File: config.mk
export PLATFORM = sky130hd
export DESIGN_NAME = uart_rx
export DESIGN_NICKNAME = d
export VERILOG_FILES = /design/src/rtl/uart_rx.sv
export SDC_FILE = /design/constraint.sdc
export NUM_CORES = 1
export LEC_CHECK = 0
export CORE_MARGIN = 2
export CORE_UTILIZATION = 35
export CTS_BUF_LIST = sky130_fd_sc_hd__clkbuf_8
export CTS_CLUSTER_DIAMETER = 150
export DETAILED_ROUTE_END_ITERATION = 8
export GPL_TIMING_DRIVEN = 0
export PLACE_DENSITY = 0.56
export SYNTH_ARGS = -nofsm -noshare
export SYNTH_HDL_FRONTEND = slang
export SYNTH_SLANG_ARGS = --single-unit
File: constraint.sdc
create_clock -name i_clk -period 4.1 [get_ports i_clk]
set_clock_uncertainty 0.15 [all_clocks]
set_input_delay 0.82 -clock i_clk [delete_from_list [all_inputs] [get_ports i_clk]]
set_output_delay 0.82 -clock i_clk [all_outputs]
set_load 0.02 [all_outputs]
File: src/rtl/uart_rx.sv
// uart_rx: 16x-oversampled UART receiver for 8N1 frames (8E1 when
// UART_RX_PARITY_EN is defined). It samples each bit at its centre
// using the baud_generator oversample tick. Each received byte is
// presented with a one-cycle o_valid strobe plus frame and parity flags.
// A line held low after a bad stop bit is absorbed in BREAK, so a break
// produces exactly one frame-error strobe.
module uart_rx #(
    parameter int DATA_BITS  = 8,
    parameter int OVERSAMPLE = 16
) (
    input  logic                 i_clk,
    input  logic                 i_rst_n,
    input  logic                 i_stick,
    input  logic                 i_rx,
    output logic [DATA_BITS-1:0] o_data,
    output logic                 o_valid,
    output logic                 o_frame_err,
    output logic                 o_parity_err,
    output logic                 o_busy
);

    localparam int TW = (OVERSAMPLE > 2) ? $clog2(OVERSAMPLE) : 1;
    localparam int BW = (DATA_BITS > 1) ? $clog2(DATA_BITS) : 1;

    localparam logic [TW-1:0] TICK_ZERO = TW'(0);
    localparam logic [TW-1:0] TICK_ONE  = TW'(1);
    localparam logic [TW-1:0] TICK_MID  = TW'(OVERSAMPLE / 2 - 1);
    localparam logic [TW-1:0] TICK_LAST = TW'(OVERSAMPLE - 1);
    localparam logic [BW-1:0] BIT_ZERO  = BW'(0);
    localparam logic [BW-1:0] BIT_ONE   = BW'(1);
    localparam logic [BW-1:0] BIT_LAST  = BW'(DATA_BITS - 1);

    typedef enum logic [2:0] {
        ST_IDLE   = 3'd0,
        ST_START  = 3'd1,
        ST_DATA   = 3'd2,
        ST_STOP   = 3'd3,
        ST_BREAK  = 3'd4
`ifdef UART_RX_PARITY_EN
        ,ST_PARITY = 3'd5
`endif
    } state_e;

`ifdef UART_RX_PARITY_EN
    // Even-parity error: odd number of ones across data plus parity bit.
    function automatic logic even_parity_err(input logic [DATA_BITS-1:0] d,
                                             input logic p);
        return (^d) ^ p;
    endfunction
`endif

    logic                 rx_meta_q;
    logic                 rx_s_q;
    state_e               state_q, state_d;
    logic [TW-1:0]        tick_q, tick_d;
    logic [BW-1:0]        bit_q, bit_d;
    logic [DATA_BITS-1:0] shift_q, shift_d;
    logic [DATA_BITS-1:0] data_q, data_d;
    logic                 valid_q, valid_d;
    logic                 ferr_q, ferr_d;
    logic                 perr_q, perr_d;
    logic                 busy_q, busy_d;
`ifdef UART_RX_PARITY_EN
    logic                 par_q, par_d;
`endif

    // Two-flop synchronizer for the asynchronous serial line (idle high).
    always_ff @(posedge i_clk or negedge i_rst_n) begin
        if (!i_rst_n) begin
            rx_meta_q <= 1'b1;
            rx_s_q    <= 1'b1;
        end else begin
            rx_meta_q <= i_rx;
            rx_s_q    <= rx_meta_q;
        end
    end

    // FSM, counters, shift register and registered outputs.
    always_ff @(posedge i_clk or negedge i_rst_n) begin
        if (!i_rst_n) begin
            state_q <= ST_IDLE;
            tick_q  <= TICK_ZERO;
            bit_q   <= BIT_ZERO;
            shift_q <= {DATA_BITS{1'b0}};
            data_q  <= {DATA_BITS{1'b0}};
            valid_q <= 1'b0;
            ferr_q  <= 1'b0;
            perr_q  <= 1'b0;
            busy_q  <= 1'b0;
`ifdef UART_RX_PARITY_EN
            par_q   <= 1'b0;
`endif
        end else begin
            state_q <= state_d;
            tick_q  <= tick_d;
            bit_q   <= bit_d;
            shift_q <= shift_d;
            data_q  <= data_d;
            valid_q <= valid_d;
            ferr_q  <= ferr_d;
            perr_q  <= perr_d;
            busy_q  <= busy_d;
`ifdef UART_RX_PARITY_EN
            par_q   <= par_d;
`endif
        end
    end

    // Next-state logic: sample at bit centres, assemble the byte, raise status.
    always_comb begin
        state_d = state_q;
        tick_d  = tick_q;
        bit_d   = bit_q;
        shift_d = shift_q;
        data_d  = data_q;
        valid_d = 1'b0;
        ferr_d  = ferr_q;
        perr_d  = perr_q;
`ifdef UART_RX_PARITY_EN
        par_d   = par_q;
`endif

        case (state_q)
            ST_IDLE: begin
                // A tick coinciding with the start detection is deliberately not counted.
                if (!rx_s_q) begin
                    state_d = ST_START;
                    tick_d  = TICK_ZERO;
                end else begin
                    state_d = ST_IDLE;
                end
            end

            ST_START: begin
                if (i_stick) begin
                    if (tick_q == TICK_MID) begin
                        if (!rx_s_q) begin
                            state_d = ST_DATA;
                            tick_d  = TICK_ZERO;
                            bit_d   = BIT_ZERO;
                        end else begin
                            // Line is high again at mid start bit: glitch.
                            state_d = ST_IDLE;
                            tick_d  = TICK_ZERO;
                        end
                    end else begin
                        tick_d = tick_q + TICK_ONE;
                    end
                end else begin
                    tick_d = tick_q;
                end
            end

            ST_DATA: begin
                if (i_stick) begin
                    if (tick_q == TICK_LAST) begin
                        // LSB arrives first, so shifting right lands it at bit 0.
                        shift_d = {rx_s_q, shift_q[DATA_BITS-1:1]};
                        tick_d  = TICK_ZERO;
                        if (bit_q == BIT_LAST) begin
                            bit_d = BIT_ZERO;
`ifdef UART_RX_PARITY_EN
                            state_d = ST_PARITY;
`else
                            state_d = ST_STOP;
`endif
                        end else begin
                            bit_d = bit_q + BIT_ONE;
                        end
                    end else begin
                        tick_d = tick_q + TICK_ONE;
                    end
                end else begin
                    tick_d = tick_q;
                end
            end

`ifdef UART_RX_PARITY_EN
            ST_PARITY: begin
                if (i_stick) begin
                    if (tick_q == TICK_LAST) begin
                        par_d   = even_parity_err(shift_q, rx_s_q);
                        tick_d  = TICK_ZERO;
                        state_d = ST_STOP;
                    end else begin
                        tick_d = tick_q + TICK_ONE;
                    end
                end else begin
                    tick_d = tick_q;
                end
            end
`endif

            ST_STOP: begin
                if (i_stick) begin
                    if (tick_q == TICK_LAST) begin
                        // The byte is delivered even when the stop bit is bad.
                        data_d  = shift_q;
                        valid_d = 1'b1;
                        ferr_d  = ~rx_s_q;
`ifdef UART_RX_PARITY_EN
                        perr_d  = par_q;
`else
                        perr_d  = 1'b0;
`endif
                        tick_d  = TICK_ZERO;
                        if (rx_s_q) begin
                            state_d = ST_IDLE;
                        end else begin
                            state_d = ST_BREAK;
                        end
                    end else begin
                        tick_d = tick_q + TICK_ONE;
                    end
                end else begin
                    tick_d = tick_q;
                end
            end

            ST_BREAK: begin
                // Absorb a held-low line until it returns to idle.
                if (rx_s_q) begin
                    state_d = ST_IDLE;
                end else begin
                    state_d = ST_BREAK;
                end
            end

            default: begin
                state_d = ST_IDLE;
                tick_d  = TICK_ZERO;
                bit_d   = BIT_ZERO;
            end
        endcase

        busy_d = (state_d != ST_IDLE);
    end

    assign o_data       = data_q;
    assign o_valid      = valid_q;
    assign o_frame_err  = ferr_q;
    assign o_parity_err = perr_q;
    assign o_busy       = busy_q;

endmodule

==> results of run 1 <==
==> state kept, by name, indices dropped and copies added (netlist names) <==
signal and flops:
o_data 8, shift_q 8, tick_q 4, bit_q 3
state_q 3, o_busy 1, o_frame_err 1, o_valid 1
rx_meta_q 1, rx_s_q 1
==> cell usage after synthesis <==
master / number / area (µm²)
a21oi_1: 2 / 10.0
o21ai_1: 1 / 5.00
inv_1: 3 / 11.3
or2b_1: 1 / 7.51
xnor2_1: 1 / 8.76
nand2_1: 8 / 30.0
nand3_4: 1 / 17.5
nor3_1: 1 / 5.00
and4_4: 1 / 11.3
a2bb2oi_1: 1 / 8.76
a32o_1: 1 / 10.0
a211oi_1: 1 / 7.51
a21o_1: 1 / 7.51
nand3b_1: 3 / 22.5
mux2_2: 8 / 90.1
nand2b_1: 1 / 6.26
dfstp_2: 2 / 52.6
mux2_4: 7 / 105
nor4b_1: 1 / 8.76
buf_4: 2 / 15.0
o211ai_1: 2 / 15.0
nand3_1: 6 / 30.0
or4_1: 1 / 7.51
o31ai_1: 2 / 15.0
o21bai_1: 1 / 7.51
dfrtp_1: 29 / 726
clkbuf_2: 1 / 5.00
nor2_1: 3 / 11.3
xor2_1: 1 / 8.76
a31oi_1: 1 / 6.26
and3_2: 2 / 15.0
and2b_2: 1 / 8.76
o32ai_1: 1 / 8.76
o21ai_0: 9 / 45.0
conb_1: 1 / 3.75
nand4b_4: 1 / 23.8
buf_6: 3 / 33.8
and3b_1: 1 / 8.76
ha_1: 3 / 37.5
==> worst min path at each step <==
| stage | from | slack [ns] | cells after the start | end |
|---|---|---|---|---|
| 2_1_floorplan | rx_meta_q | 0.20 | 0 | rx_s_q |
| 3_5_place_dp | rx_meta_q | 0.20 | 0 | rx_s_q |
| 3_3_place_gp | rx_meta_q | 0.20 | 0 | rx_s_q |
| 6_report | rx_meta_q | 0.21 | 0 | rx_s_q |
| 4_1_cts | rx_meta_q | 0.21 | 0 | rx_s_q |
| 5_1_grt | rx_meta_q | 0.21 | 0 | rx_s_q |
==> final cells by class <==
cell class	count	area, µm²
Buffer	6	53.8
Timing Repair Buffer	14	135
Multi-Input combinational cell	76	614
Clock inverter	1	5.00
Inverter	3	11.3
Sequential cell	31	778
Clock buffer	6	82.6
Fill cell	373	2260
Tap cell	50	62.6
==> cell families after synthesis <==
group                      after synthesis  share of synthesized area [%]
AOI/OAI and AO/OA                       23                           10.0
buffers and inverters                    9                           4.46
muxes                                   15                           13.4
DFF                                     31                           53.4
and+or+nand+nor                         32                           14.7
adders and majority gates                3                           2.58
other                                    1                          0.257
xor gates and xnor gates                 2                           1.20
==> stage by stage <==
step,area [µm²],setup slack (ns)
5_1_grt,1740,1.83
6_report,1740,1.88
3_3_place_gp,1660,1.49
4_1_cts,1750,1.77
2_1_floorplan,1460,2.25
3_5_place_dp,1660,1.45
==> power by group <==
part,switching (mW),internal (mW),total [mW]
clock network,0.110,0.131,0.241
logic,0.125,0.0986,0.224
registers,0.0316,0.341,0.372
==> layer usage <==
| metal | global-route usage, % | vias to the layer above | wire length [µm] |
|---|---|---|---|
| met5 | 0 | - | 0 |
| met4 | 7.50 | 0 | 63 |
| met3 | 4.06 | 6 | 104 |
| met2 | 18.3 | 16 | 1120 |
| met1 | 16.2 | 446 | 1170 |
| li1 | - | 455 | - |
==> results_dict.tcl, run 1 <==
set metrics [dict create \
    critical_path_class "reg -> out" \
    period_share_pct 54.1 \
    reg2regPathDepth 5 \
    ant_nets 0 \
    die_h_um 68.5 \
    worstPathArrival_ns 1.25 \
    tightest_slew_ns 0.686 \
    cap_violations 0 \
    drc 0 \
    initial_core_util_pct 36.4 \
    cts_hold_buf 0 \
    fin_setup_tns_ns 0 \
    antenna_found_initial 0 \
    drive_gt1_share_pct 27.0 \
    ys_seq_area_share_pct 53.4 \
    via_per_inst 4.94 \
    grt_pass1_vias 899 \
    cp.depth 1 \
    cp-startpoint "o_data[2]" \
    h-tree-depth 2 \
    crit_path_max_incr_delay_ns 0.61 \
    min_period_ns 2.22 \
    final_cell_mix "dfrtp_1, clkdlybuf4s50_1, o21ai_0, nand2_1, mux2_2" \
    track_usage_pct 12.5 \
    die_area_um2 4700 \
    final_util_pct 43.6 \
    path_buf_inv 1 \
    cp.required_ns 3.13 \
    cpMaxStageDelayCell "clkdlybuf4s50_1" \
    crit_end "o_data[2]" \
    hpwlAfterDp_mm 1.70 \
    total_power_uw 838 \
    yosys_warnings 0 \
    ios 16 \
    fin_hold_ws_ns 0.209 \
    dp.cells 180 \
    vias 923 \
    wl_per_cell_um 13.1 \
    slew_headroom_pct 54.3 \
    cts-resized-gates 0 \
    drt_iter0_markers 36 \
    antenna_cells 0 \
    first_pass_iters 4 \
    area_delta_synth_final_pct 19.6 \
    io_buffers 14 \
    crit_family "buffers and inverters" \
    place.gp.congestion 0.807 \
    numCtsBuffers 5 \
    netlist_area_um2 1460 \
    syn_inst 116 \
    clock_latency_ns 0.28 \
    rsz0062_at_grt "false" \
    timing.rr.start "tick_q[0]" \
    grt_pass1_wl_mm 4.19 \
    setup_viol 0 \
    end_kind "output pin" \
    root_buffer "clkbuf_8" \
    routed_wl_mm 2.45 \
    drv_slew 0 \
    fp-row-count 23 \
    cts_sinks 31 \
    synth.avg_cell_area_um2 12.6 \
    layout_commonest_cell "dfrtp_1" \
    powerDensity_nw_per_um2 481 \
    core_area_um2 4000 \
    grt_overflow 0 \
    cts.clk_slew.worst_paths_ns 0.06 \
    hold_class "reg -> reg" \
    reg2reg_setup_slack_ns 2.40 \
    hold_violations 0 \
    yosysUniqueCellTypes 39 \
    synth-seq-cells 31 \
    layout.nets 144 \
    fin_cells 187 \
    cts_tree "yes" \
    grt_max_degree 32 \
    cp_max_fo 2 \
    post-cts-setup-buffer-count 0 \
    clock.fmax_mhz 451 \
    cts_buffer_depth 2 \
    startpoint_type "flop" \
    p_leak_nw 0.821 \
    syn-num-nets 123 \
    ir_worst_vdd_mv 0.192 \
    r2r_end "o_data[4]" \
    die_x_um 68.5 \
    status "complete, no violations" \
    worstPathCellList "clkdlybuf4s50_1" \
]
Power figures use the tool's default switching activity.
==> inputs of run 2 (changes only) <==
--- a/config.mk
+++ b/config.mk
@@ -11,7 +11,7 @@
 export CTS_CLUSTER_DIAMETER = 150
 export DETAILED_ROUTE_END_ITERATION = 8
 export GPL_TIMING_DRIVEN = 0
-export PLACE_DENSITY = 0.56
+export PLACE_DENSITY = 0.58
 export SYNTH_ARGS = -nofsm -noshare
 export SYNTH_HDL_FRONTEND = slang
 export SYNTH_SLANG_ARGS = --single-unit
==> constraint.sdc (replaced) <==
create_clock -name i_clk -period 1.96 [get_ports i_clk]
set_clock_uncertainty 0.15 [all_clocks]
set_input_delay 0.392 -clock i_clk [delete_from_list [all_inputs] [get_ports i_clk]]
set_output_delay 0.392 -clock i_clk [all_outputs]
set_load 0.02 [all_outputs]
==> run 2 against run 1 <==
Effect of this change:
- the run now ends with negative hold slack left
- clock-buffer cell count grew 1
- core utilization grew 0.41 points
- register-to-register slack lost 2.2 ns
- global-route usage grew 0.54 points
- power grew 120%
- clock power grew 130%
- largest power group unchanged
- critical path depth is the same
- worst setup slack lost 1.7 ns
==> results_dict.tcl, run 2 (same netlist as run 1, synthesis figures left out) <==
set metrics [dict create \
    status "complete, but fails checks" \
    violations "negative hold slack" \
    dp.cells 180 \
    crit_family "buffers and inverters" \
    hpwlAfterDp_mm 1.74 \
    ant_nets 0 \
    h-tree-depth 2 \
    startpoint_type "flop" \
    cts_tree "yes" \
    grt_pass1_vias 923 \
    die_h_um 68.5 \
    ios 16 \
    cp_max_fo 2 \
    drive_gt1_share_pct 27.5 \
    fin_cells 188 \
    io_buffers 14 \
    hold_class "in -> async" \
    hold_violations 9 \
    cpMaxStageDelayCell "clkdlybuf4s50_1" \
    period_share_pct 91.6 \
    track_usage_pct 13.1 \
    drc 0 \
    worstPathArrival_ns 1.25 \
    fin_hold_ws_ns -0.00887 \
    grt_max_degree 32 \
    routed_wl_mm 2.54 \
    total_power_mw 1.80 \
    die_x_um 68.5 \
    powerDensity_nw_per_um2 1020 \
    die_area_um2 4700 \
    end_kind "output pin" \
    tightest_slew_ns 0.676 \
    drt_iter0_markers 20 \
    first_pass_iters 4 \
    vias 961 \
    layout.nets 144 \
    reg2regPathDepth 5 \
    critical_path_class "reg -> out" \
    rsz0062_at_grt "false" \
    initial_core_util_pct 36.4 \
    clock.fmax_mhz 557 \
    cts_buffer_depth 2 \
    min_period_ns 1.80 \
    final_cell_mix "dfrtp_1, clkdlybuf4s50_1, o21ai_0, nand2_1, mux2_2" \
    grt_overflow 0 \
    cp.required_ns 1.42 \
    layout_commonest_cell "dfrtp_1" \
    numCtsBuffers 5 \
    root_buffer "clkbuf_8" \
    wl_per_cell_um 13.5 \
    crit_path_max_incr_delay_ns 0.61 \
    post-cts-setup-buffer-count 0 \
    fp-row-count 23 \
    r2r_end "o_data[5]" \
    path_buf_inv 1 \
    place.gp.congestion 0.801 \
    core_area_um2 4000 \
    grt_pass1_wl_mm 4.33 \
    cts.clk_slew.worst_paths_ns 0.06 \
    reg2reg_setup_slack_ns 0.25 \
    cap_violations 0 \
    clock_latency_ns 0.28 \
    p_leak_nw 0.825 \
    setup_viol 0 \
    worstPathCellList "clkdlybuf4s50_1" \
    via_per_inst 5.11 \
    antenna_found_initial 0 \
    cts-resized-gates 0 \
    final_util_pct 44.0 \
    ir_worst_vdd_mv 0.668 \
    drv_slew 0 \
    antenna_cells 0 \
    area_delta_synth_final_pct 20.7 \
    cts_sinks 31 \
    timing.rr.start "tick_q[0]" \
    cts_hold_buf 0 \
    slew_headroom_pct 54.9 \
]
## run 2: worst max path at each step
stage               from    endpoint  slack, ns  cells after the start
3_3_place_gp     i_rst_n  shift_q[2]      -0.18                      1
5_1_grt        o_data[5]   o_data[5]       0.11                      1
3_5_place_dp     i_rst_n   o_data[1]      -0.25                      1
6_report       o_data[5]   o_data[5]       0.16                      1
2_1_floorplan  tick_q[0]   o_data[0]       0.37                      5
4_1_cts          i_rst_n    bit_q[1]       0.06                      1
## run 2: per-layer routing
| metal | up-vias | global-route usage (%) | wire length [µm] | part of all wire [%] |
|---|---|---|---|---|
| met4 | 0 | 6.75 | 58 | 2.3 |
| met1 | 479 | 16.8 | 1170 | 46 |
| li1 | 458 | - | - | - |
| met2 | 18 | 19.6 | 1210 | 48 |
| met3 | 6 | 4.38 | 102 | 4.0 |
| met5 | - | 0 | 0 | 0 |
## run 2: layout make-up
type	count	area [µm²]
tap	50	62.6
clock inverter	1	7.51
multi-input combinational	76	614
inverter	3	11.3
sequential	31	778
buffer	6	53.8
clock buffer	7	96.3
timing repair buffer	14	135
fill	362	2240
## run 2: report_power, final
part | switching [mW] | total (mW) | internal [mW]
logic | 0.257 | 0.463 | 0.205
clock network | 0.241 | 0.560 | 0.319
registers | 0.0670 | 0.780 | 0.713
## run 2: through the flow
step           TNS, ns  area (µm²)  setup slack [ns]  hold WS, ns
2_1_floorplan        0        1460             0.367      -0.0536
3_3_place_gp     -6.28        1660            -0.179        0.197
3_5_place_dp     -8.38        1660            -0.246        0.198
4_1_cts              0        1760            0.0614        0.208
5_1_grt              0        1760             0.108       0.0404
6_report             0        1760             0.164     -0.00887
